File: config.mk
export PLATFORM = sky130hd
export DESIGN_NAME = axi_dma_burst_splitter
export DESIGN_NICKNAME = d
export VERILOG_FILES = /design/src/rtl/axi_dma_pkg.sv /design/src/rtl/axi_dma_burst_side.sv /design/src/rtl/axi_dma_burst_splitter.sv
export SDC_FILE = /design/constraint.sdc
export NUM_CORES = 1
export LEC_CHECK = 0
export CORE_ASPECT_RATIO = 0.7
export CORE_MARGIN = 3
export CORE_UTILIZATION = 40
export DETAILED_ROUTE_END_ITERATION = 16
export SLEW_MARGIN = 30
export SYNTH_ARGS = -nofsm -noshare
export SYNTH_HDL_FRONTEND = slang
export SYNTH_HIERARCHICAL = 1
export SYNTH_SLANG_ARGS = --single-unit
File: constraint.sdc
create_clock -name clk_i -period 13 [get_ports clk_i]
set_input_delay 2.6 -clock clk_i [delete_from_list [all_inputs] [get_ports clk_i]]
set_output_delay 2.6 -clock clk_i [all_outputs]
set_load 0.02 [all_outputs]
File: src/rtl/axi_dma_pkg.sv
// Shared types for the DMA burst path: AX/R/W descriptors and the request
// bundles exchanged between the burst splitter and the data mover.
package axi_dma_pkg;

  localparam int unsigned DefDataWidth   = 64;
  localparam int unsigned DefAddrWidth   = 64;
  localparam int unsigned DefIdWidth     = 6;
  localparam int unsigned DefStrbWidth   = DefDataWidth / 8;
  localparam int unsigned DefOffsetWidth = $clog2(DefStrbWidth);
  localparam int unsigned PageBytes      = 4096;
  localparam logic [1:0]  BurstIncr      = 2'b01;

  typedef enum logic [0:0] {
    SideIdle = 1'b0,
    SideBusy = 1'b1
  } side_state_e;

  typedef struct packed {
    logic [DefIdWidth-1:0]   id;
    logic                    last;
    logic [DefAddrWidth-1:0] addr;
    logic [7:0]              len;
    logic [2:0]              size;
    logic [1:0]              burst;
    logic [3:0]              cache;
  } desc_ax_t;

  typedef struct packed {
    logic [DefOffsetWidth-1:0] offset;
    logic [DefOffsetWidth-1:0] tailer;
    logic [DefOffsetWidth-1:0] shift;
  } desc_r_t;

  typedef struct packed {
    logic [DefOffsetWidth-1:0] offset;
    logic [DefOffsetWidth-1:0] tailer;
    logic [7:0]                num_beats;
    logic                      is_single;
  } desc_w_t;

  typedef struct packed {
    logic [DefIdWidth-1:0]   id;
    logic [DefAddrWidth-1:0] src;
    logic [DefAddrWidth-1:0] dst;
    logic [DefAddrWidth-1:0] num_bytes;
    logic [3:0]              cache_src;
    logic [3:0]              cache_dst;
  } burst_req_t;

  typedef struct packed {
    desc_ax_t ar;
    desc_r_t  r;
  } read_req_t;

  typedef struct packed {
    desc_ax_t aw;
    desc_w_t  w;
  } write_req_t;

  // Byte rotation the data path applies to move source lanes onto destination lanes.
  function automatic logic [DefOffsetWidth-1:0] calc_shift(
    input logic [DefAddrWidth-1:0] src,
    input logic [DefAddrWidth-1:0] dst
  );
    logic [DefAddrWidth-1:0] diff;
    diff = src - dst;
    return diff[DefOffsetWidth-1:0];
  endfunction

endpackage

File: src/rtl/axi_dma_burst_side.sv
// One side (read or write) of the burst splitter: walks an address range and
// emits registered INCR bursts clipped to 4 KiB pages and MaxBeats beats.
module axi_dma_burst_side
  import axi_dma_pkg::*;
#(
  parameter int unsigned AddrWidth   = DefAddrWidth,
  parameter int unsigned OffsetWidth = DefOffsetWidth,
  parameter int unsigned MaxBeats    = 256
) (
  input  logic                   clk_i,
  input  logic                   rst_i,
  input  logic                   load_i,
  input  logic [AddrWidth-1:0]   addr_i,
  input  logic [AddrWidth-1:0]   num_bytes_i,
  output logic                   idle_o,
  output logic                   valid_o,
  input  logic                   ready_i,
  output logic [AddrWidth-1:0]   addr_o,
  output logic [7:0]             len_o,
  output logic [OffsetWidth-1:0] offset_o,
  output logic [OffsetWidth-1:0] tailer_o,
  output logic                   last_o
);

  localparam int unsigned CW = AddrWidth + 1;
  localparam logic [CW-1:0] PageBytesW    = CW'(PageBytes);
  localparam logic [CW-1:0] MaxBurstBytes = CW'(MaxBeats * (2 ** OffsetWidth));

  side_state_e state_q, state_d;
  // addr_q/rem_q describe what is left after the burst currently on the outputs
  logic [AddrWidth-1:0]   addr_q, addr_d, rem_q, rem_d;
  logic [AddrWidth-1:0]   burst_addr_q, burst_addr_d;
  logic [7:0]             len_q, len_d;
  logic [OffsetWidth-1:0] offset_q, offset_d, tailer_q, tailer_d;
  logic                   last_q, last_d;

  logic [AddrWidth-1:0] cur_addr_s, cur_rem_s;
  logic [CW-1:0]        off_s, to4k_s, tolen_s, rem_ext_s, clip_s, bytes_s, end_s, span_s;
  logic [7:0]           len_s;
  logic                 last_s, issue_s;

  // Size of the burst starting at the current walk position
  always_comb begin
    cur_addr_s = (state_q == SideIdle) ? addr_i : addr_q;
    cur_rem_s  = (state_q == SideIdle) ? num_bytes_i : rem_q;
    off_s      = CW'(cur_addr_s[OffsetWidth-1:0]);
    to4k_s     = PageBytesW - CW'(cur_addr_s[11:0]);
    tolen_s    = MaxBurstBytes - off_s;
    rem_ext_s  = CW'(cur_rem_s);
    clip_s     = (to4k_s < tolen_s) ? to4k_s : tolen_s;
    bytes_s    = (rem_ext_s < clip_s) ? rem_ext_s : clip_s;
    end_s      = off_s + bytes_s;
    span_s     = end_s - CW'(1);
    len_s      = 8'(span_s >> OffsetWidth);
    last_s     = (bytes_s == rem_ext_s);
  end

  // Next state: issue a burst on load or on a non-final handshake
  always_comb begin
    state_d      = state_q;
    addr_d       = addr_q;
    rem_d        = rem_q;
    burst_addr_d = burst_addr_q;
    len_d        = len_q;
    offset_d     = offset_q;
    tailer_d     = tailer_q;
    last_d       = last_q;
    issue_s      = 1'b0;
    case (state_q)
      SideIdle: begin
        if (load_i && (num_bytes_i != '0)) begin
          issue_s = 1'b1;
          state_d = SideBusy;
        end else begin
          state_d = SideIdle;
        end
      end
      SideBusy: begin
        if (ready_i && last_q) begin
          state_d = SideIdle;
        end else if (ready_i) begin
          issue_s = 1'b1;
        end else begin
          state_d = SideBusy;
        end
      end
      default: state_d = SideIdle;
    endcase
    if (issue_s) begin
      burst_addr_d = cur_addr_s;
      len_d        = len_s;
      offset_d     = off_s[OffsetWidth-1:0];
      tailer_d     = end_s[OffsetWidth-1:0];
      last_d       = last_s;
      addr_d       = cur_addr_s + bytes_s[AddrWidth-1:0];
      rem_d        = cur_rem_s - bytes_s[AddrWidth-1:0];
    end else begin
      addr_d = addr_q;
    end
  end

  // State and output registers
  always_ff @(posedge clk_i or posedge rst_i) begin
    if (rst_i) begin
      state_q      <= SideIdle;
      addr_q       <= '0;
      rem_q        <= '0;
      burst_addr_q <= '0;
      len_q        <= 8'd0;
      offset_q     <= '0;
      tailer_q     <= '0;
      last_q       <= 1'b0;
    end else begin
      state_q      <= state_d;
      addr_q       <= addr_d;
      rem_q        <= rem_d;
      burst_addr_q <= burst_addr_d;
      len_q        <= len_d;
      offset_q     <= offset_d;
      tailer_q     <= tailer_d;
      last_q       <= last_d;
    end
  end

  assign idle_o   = (state_q == SideIdle);
  assign valid_o  = (state_q == SideBusy);
  assign addr_o   = burst_addr_q;
  assign len_o    = len_q;
  assign offset_o = offset_q;
  assign tailer_o = tailer_q;
  assign last_o   = last_q;

endmodule

File: src/rtl/axi_dma_burst_splitter.sv
// Splits a 1D DMA transfer into independent read and write INCR burst streams
// for the data mover, with per-transfer id/cache/shift latched at accept.
module axi_dma_burst_splitter
  import axi_dma_pkg::*;
#(
  parameter int unsigned DataWidth = DefDataWidth,
  parameter int unsigned AddrWidth = DefAddrWidth,
  parameter int unsigned IdWidth   = DefIdWidth,
  parameter int unsigned MaxBeats  = 256
) (
  input  logic       clk_i,
  input  logic       rst_i,
  input  burst_req_t burst_req_i,
  input  logic       valid_i,
  output logic       ready_o,
  output read_req_t  read_req_o,
  output logic       r_valid_o,
  input  logic       r_ready_i,
  output write_req_t write_req_o,
  output logic       w_valid_o,
  input  logic       w_ready_i,
  output logic       idle_o
);

  localparam int unsigned StrbWidth   = DataWidth / 8;
  localparam int unsigned OffsetWidth = $clog2(StrbWidth);

  if ((DataWidth != DefDataWidth) || (AddrWidth != DefAddrWidth) || (IdWidth != DefIdWidth)) begin : g_width_check
    $error("axi_dma_burst_splitter: widths must match the axi_dma_pkg types");
  end
  if ((MaxBeats == 0) || (MaxBeats > 256) || ((MaxBeats & (MaxBeats - 1)) != 0)) begin : g_beats_check
    $error("axi_dma_burst_splitter: MaxBeats must be a power of two <= 256");
  end

  logic                   accept_s, r_idle_s, w_idle_s;
  logic [AddrWidth-1:0]   r_addr_s, w_addr_s;
  logic [7:0]             r_len_s, w_len_s;
  logic [OffsetWidth-1:0] r_off_s, r_tail_s, w_off_s, w_tail_s;
  logic                   r_last_s, w_last_s;

  logic [IdWidth-1:0]     id_q, id_d;
  logic [3:0]             cache_src_q, cache_src_d, cache_dst_q, cache_dst_d;
  logic [OffsetWidth-1:0] shift_q, shift_d;

  assign ready_o  = r_idle_s & w_idle_s;
  assign idle_o   = r_idle_s & w_idle_s;
  assign accept_s = valid_i & ready_o;

  axi_dma_burst_side #(
    .AddrWidth  (AddrWidth),
    .OffsetWidth(OffsetWidth),
    .MaxBeats   (MaxBeats)
  ) i_read_side (
    .clk_i      (clk_i),
    .rst_i      (rst_i),
    .load_i     (accept_s),
    .addr_i     (burst_req_i.src),
    .num_bytes_i(burst_req_i.num_bytes),
    .idle_o     (r_idle_s),
    .valid_o    (r_valid_o),
    .ready_i    (r_ready_i),
    .addr_o     (r_addr_s),
    .len_o      (r_len_s),
    .offset_o   (r_off_s),
    .tailer_o   (r_tail_s),
    .last_o     (r_last_s)
  );

  axi_dma_burst_side #(
    .AddrWidth  (AddrWidth),
    .OffsetWidth(OffsetWidth),
    .MaxBeats   (MaxBeats)
  ) i_write_side (
    .clk_i      (clk_i),
    .rst_i      (rst_i),
    .load_i     (accept_s),
    .addr_i     (burst_req_i.dst),
    .num_bytes_i(burst_req_i.num_bytes),
    .idle_o     (w_idle_s),
    .valid_o    (w_valid_o),
    .ready_i    (w_ready_i),
    .addr_o     (w_addr_s),
    .len_o      (w_len_s),
    .offset_o   (w_off_s),
    .tailer_o   (w_tail_s),
    .last_o     (w_last_s)
  );

  // Per-transfer attributes captured on accept
  always_comb begin
    if (accept_s) begin
      id_d        = burst_req_i.id;
      cache_src_d = burst_req_i.cache_src;
      cache_dst_d = burst_req_i.cache_dst;
      shift_d     = calc_shift(burst_req_i.src, burst_req_i.dst);
    end else begin
      id_d        = id_q;
      cache_src_d = cache_src_q;
      cache_dst_d = cache_dst_q;
      shift_d     = shift_q;
    end
  end

  // Transfer attribute registers
  always_ff @(posedge clk_i or posedge rst_i) begin
    if (rst_i) begin
      id_q        <= '0;
      cache_src_q <= 4'd0;
      cache_dst_q <= 4'd0;
      shift_q     <= '0;
    end else begin
      id_q        <= id_d;
      cache_src_q <= cache_src_d;
      cache_dst_q <= cache_dst_d;
      shift_q     <= shift_d;
    end
  end

  // Descriptor packing; constant fields are gated by valid so reset payload is all-zero
  always_comb begin
    read_req_o          = '0;
    read_req_o.ar.id    = id_q;
    read_req_o.ar.last  = r_last_s;
    read_req_o.ar.addr  = r_addr_s;
    read_req_o.ar.len   = r_len_s;
    read_req_o.ar.size  = r_valid_o ? 3'(OffsetWidth) : 3'd0;
    read_req_o.ar.burst = r_valid_o ? BurstIncr : 2'b00;
    read_req_o.ar.cache = cache_src_q;
    read_req_o.r.offset = r_off_s;
    read_req_o.r.tailer = r_tail_s;
    read_req_o.r.shift  = shift_q;

    write_req_o             = '0;
    write_req_o.aw.id       = id_q;
    write_req_o.aw.last     = w_last_s;
    write_req_o.aw.addr     = w_addr_s;
    write_req_o.aw.len      = w_len_s;
    write_req_o.aw.size     = w_valid_o ? 3'(OffsetWidth) : 3'd0;
    write_req_o.aw.burst    = w_valid_o ? BurstIncr : 2'b00;
    write_req_o.aw.cache    = cache_dst_q;
    write_req_o.w.offset    = w_off_s;
    write_req_o.w.tailer    = w_tail_s;
    write_req_o.w.num_beats = w_len_s;
    write_req_o.w.is_single = w_valid_o & (w_len_s == 8'd0);
  end

endmodule

==> impl_metrics.ini <==
[outcome]
status = finished, final reports clean

[layout]
fin_cells = 5588
multi_input_area_um2 = 23100
areaGrowthSynthToFinish_pct = 19.3
seqCellArea_um2 = 10500
num-fill-cells = 8191
nets = 4824
post-route-util_pct = 48.8
drive_gt1_share_pct = 10.8

[critical_path]
cp_top_family = compound AO/OA/AOI/OAI gates
start_kind = input port
critical_path.endpoint_type = register
critPathMaxFanout = 10
cpMaxStageDelayCell = a211oi_4
critPathLaunch = burst_req_i[73]
path_buf_inv = 3
crit_type = input port to register
crit_required_ps = 13510
critPathMaxStageDelay_ps = 620
critPathArrivalTime_ps = 12090
r2r-start = i_write_side/valid_o

[sta]
worst_slack_ps = 1420
setup_tns_ps = 0
final.min_clock_period_ps = 11580
slew_headroom_pct = 27.2
setup_violations = 0
hold_viol = 0
fmax_ghz = 0.0863
rsz0062_at_grt = false
slew_violations = 0
finClkSkew_ps = 20.0
post-route-period-util_pct = 89.1
worst_pin_slew_ps = 1080

[global_routing]
grt_pass1_vias = 29700
grt-ovfl-total = 0
grt_usage_pct = 24.4
antenna_found_initial = 9
grt_pass1_wl_mm = 178
grt_start_max_net_pins = 178

[routing]
drc = 0
vias = 31900
routedWlPerCell_um = 20.6
drtIter0Drc = 2790
wl_mm = 115
drtAntennaViolNets = 0
dr.pass1.iters = 6
avgViaCountPerCell = 5.71

[die]
num_rows = 89
die_w_um = 359
start_util_pct = 40.9
coreArea_um2 = 85300
fp.dieH_um = 253
ioPinCount = 415
dieArea_um2 = 90800

[place]
dp.cells = 5495
numPortBuffers = 410
place_ws_ps = 975
place.gp.congestion = 0.923
dpl.hpwl_mm = 86.2

[logic_synthesis]
netlist-cell-type-count = 117
synth_fa_ha_area_share_pct = 7.43
synth.top_cell.area_share_pct = 30.2
yosysTopAreaCell = dfrtp_1
synth_top_family_by_area = compound AO/OA/AOI/OAI gates
yosys_register_bits = 421
synth_flop_cell = dfrtp_1
synthMuxAreaShare_pct = 12.7
synth_cells = 4048
syn_area_um2 = 34900
syn_avg_cell_area_um2 = 8.61
synth-edff-count = 0
ys_warn_count = 6
synth-xor-area-share_pct = 4.87
synth-simple-area-share_pct = 19.3
synth-compound-area-share_pct = 20.7
synth_area_leaders = dfrtp_1, mux2_2, ha_1
seq_area_frac_synth_pct = 30.2
synth_async_sr_flop_share_pct = 100

[clock_tree]
cts_setup_buffers = 0
cts.sinks = 421
cts_root_buf = clkbuf_16
hold_buffers = 0
cts_tree = done
cts_buffer_depth = 3
h-tree-depth = 2
clk_pin_slew_ps = 60
cts_inserted_buffers = 48
clock_latency_ps = 630
cts-resized-gates = 0

[power]
fin_total_pwr_w = 0.0125
p_leak_nw = 16.9
ir_drop_v = 0.000173
power_density_nw_per_um2 = 302

[job]
drv_cap = 0

[worst_hold_path]
hold_path.class = register to register
hold_start = i_write_side/addr_q[47]
[final timing paths]
| check | end | slack [ps] | cells after the start |
|---|---|---|---|
| max | i_write_side/addr_q[60] | 1420 | 32 |
| min | i_write_side/addr_q[47] | 470 | 2 |
| max reg2reg | i_write_side/addr_q[60] | 3010 | 31 |
| min reg2reg | i_write_side/addr_q[47] | 470 | 2 |
| max in group asynchronous | i_read_side/addr_q[51] | 8470 | 4 |
| min in group asynchronous | i_read_side/rem_q[9] | 2610 | 2 |
[registers in the layout, indices dropped and copies added (netlist names)]
signal and flops:
i_write_side/addr_q 64, cache_dst_q 4, i_read_side/rem_q 64, i_read_side/addr_q 64, i_write_side/last_o 1, i_read_side/valid_o 1
i_write_side/len_o 8, i_write_side/rem_q 64, shift_q 3, i_read_side/len_o 8, i_read_side/addr_o 64, id_q 6
i_write_side/addr_o 64, cache_src_q 4, i_read_side/last_o 1, i_write_side/valid_o 1
[metrics by stage]
step / hold WS (ps) / cell area (µm²)
2_1_floorplan: 433 / 35200
3_3_place_gp: 452 / 40000
3_5_place_dp: 454 / 40000
4_1_cts: 466 / 41600
5_1_grt: 492 / 41600
6_report: 467 / 41600
[per-layer routing]
metal	global-route usage (%)	wire length (µm)	up-vias
met4	4.66	1820	12
met2	33.8	46200	1037
met3	6.76	10000	116
li1	-	-	15500
met1	37.5	57200	15200
met5	0.310	98	-
[where the power goes]
group / leakage, nW / internal (W) / switching, W / total, W
registers: 4.86 / 0.00200 / 0.000509 / 0.00251
logic: 11.2 / 0.00356 / 0.00506 / 0.00862
clock network: 0.791 / 0.000821 / 0.000601 / 0.00142
total: 16.9 / 0.00638 / 0.00617 / 0.0125
[placed cells by master (no fill, tap or decap), types with 19 or more instances in the layout]
cell / instances
o211ai_1: 29
dfrtp_1: 419
a21oi_1: 402
a31oi_1: 46
mux2_2: 261
nor3_1: 139
nor4_1: 61
o31ai_1: 41
nor3b_1: 32
xor2_1: 68
and3_1: 34
o22ai_1: 20
ha_1: 199
nor2_1: 392
and2_1: 23
o21a_1: 22
conb_1: 106
or3_1: 36
clkbuf_16: 49
a211oi_1: 30
a21o_1: 87
nor2b_1: 63
nand3_1: 60
nand2b_1: 37
inv_1: 116
nand2_1: 273
xnor2_1: 123
o32a_1: 19
o21bai_1: 27
or2_2: 21
o21ai_0: 233
a221oi_1: 19
buf_4: 35
nand4_1: 58
clkdlybuf4s50_1: 410
mux2i_1: 127
[cell type report]
cell class	instances	area share, %
Antenna cell	6	0.0361
Clock buffer	69	3.34
Clock inverter	17	0.481
Inverter	122	1.14
Multi-Input combinational cell	3365	55.5
Sequential cell	421	25.3
Tap cell	1137	3.42
Timing Repair Buffer	451	10.8
[Yosys cell counts (all sizes together) (36+ instances only)]
cell type and n:
or3 36, nor2b 64, nor3 149, inv 122
a31oi 48, mux2i 132, o31ai 42, xnor2 123
xor2 68, dfrtp 421, a21o 87, nand4 60
nor2 393, ha 199, buf 109, nor4 65
nand2b 37, nand2 273, clkbuf 132, mux2 269
nand3 62, a21oi 403, o21ai 243
[kinds of logic after synthesis]
kind of cell,Yosys count
buf+inv,363
fa+ha+maj,204
compound gates,1134
xor+xnor,192
mux,401
simple gates,1328
other cells,5
flops,421
[tightest hold or removal path, delay by kind of cell (launching register included)]
| family | cells | cell delay [ps] |
|---|---|---|
| flip-flops | 1 | 340 |
| AND/OR/NAND/NOR | 2 | 100 |
Note: power is estimated with default switching activity, not from simulation.
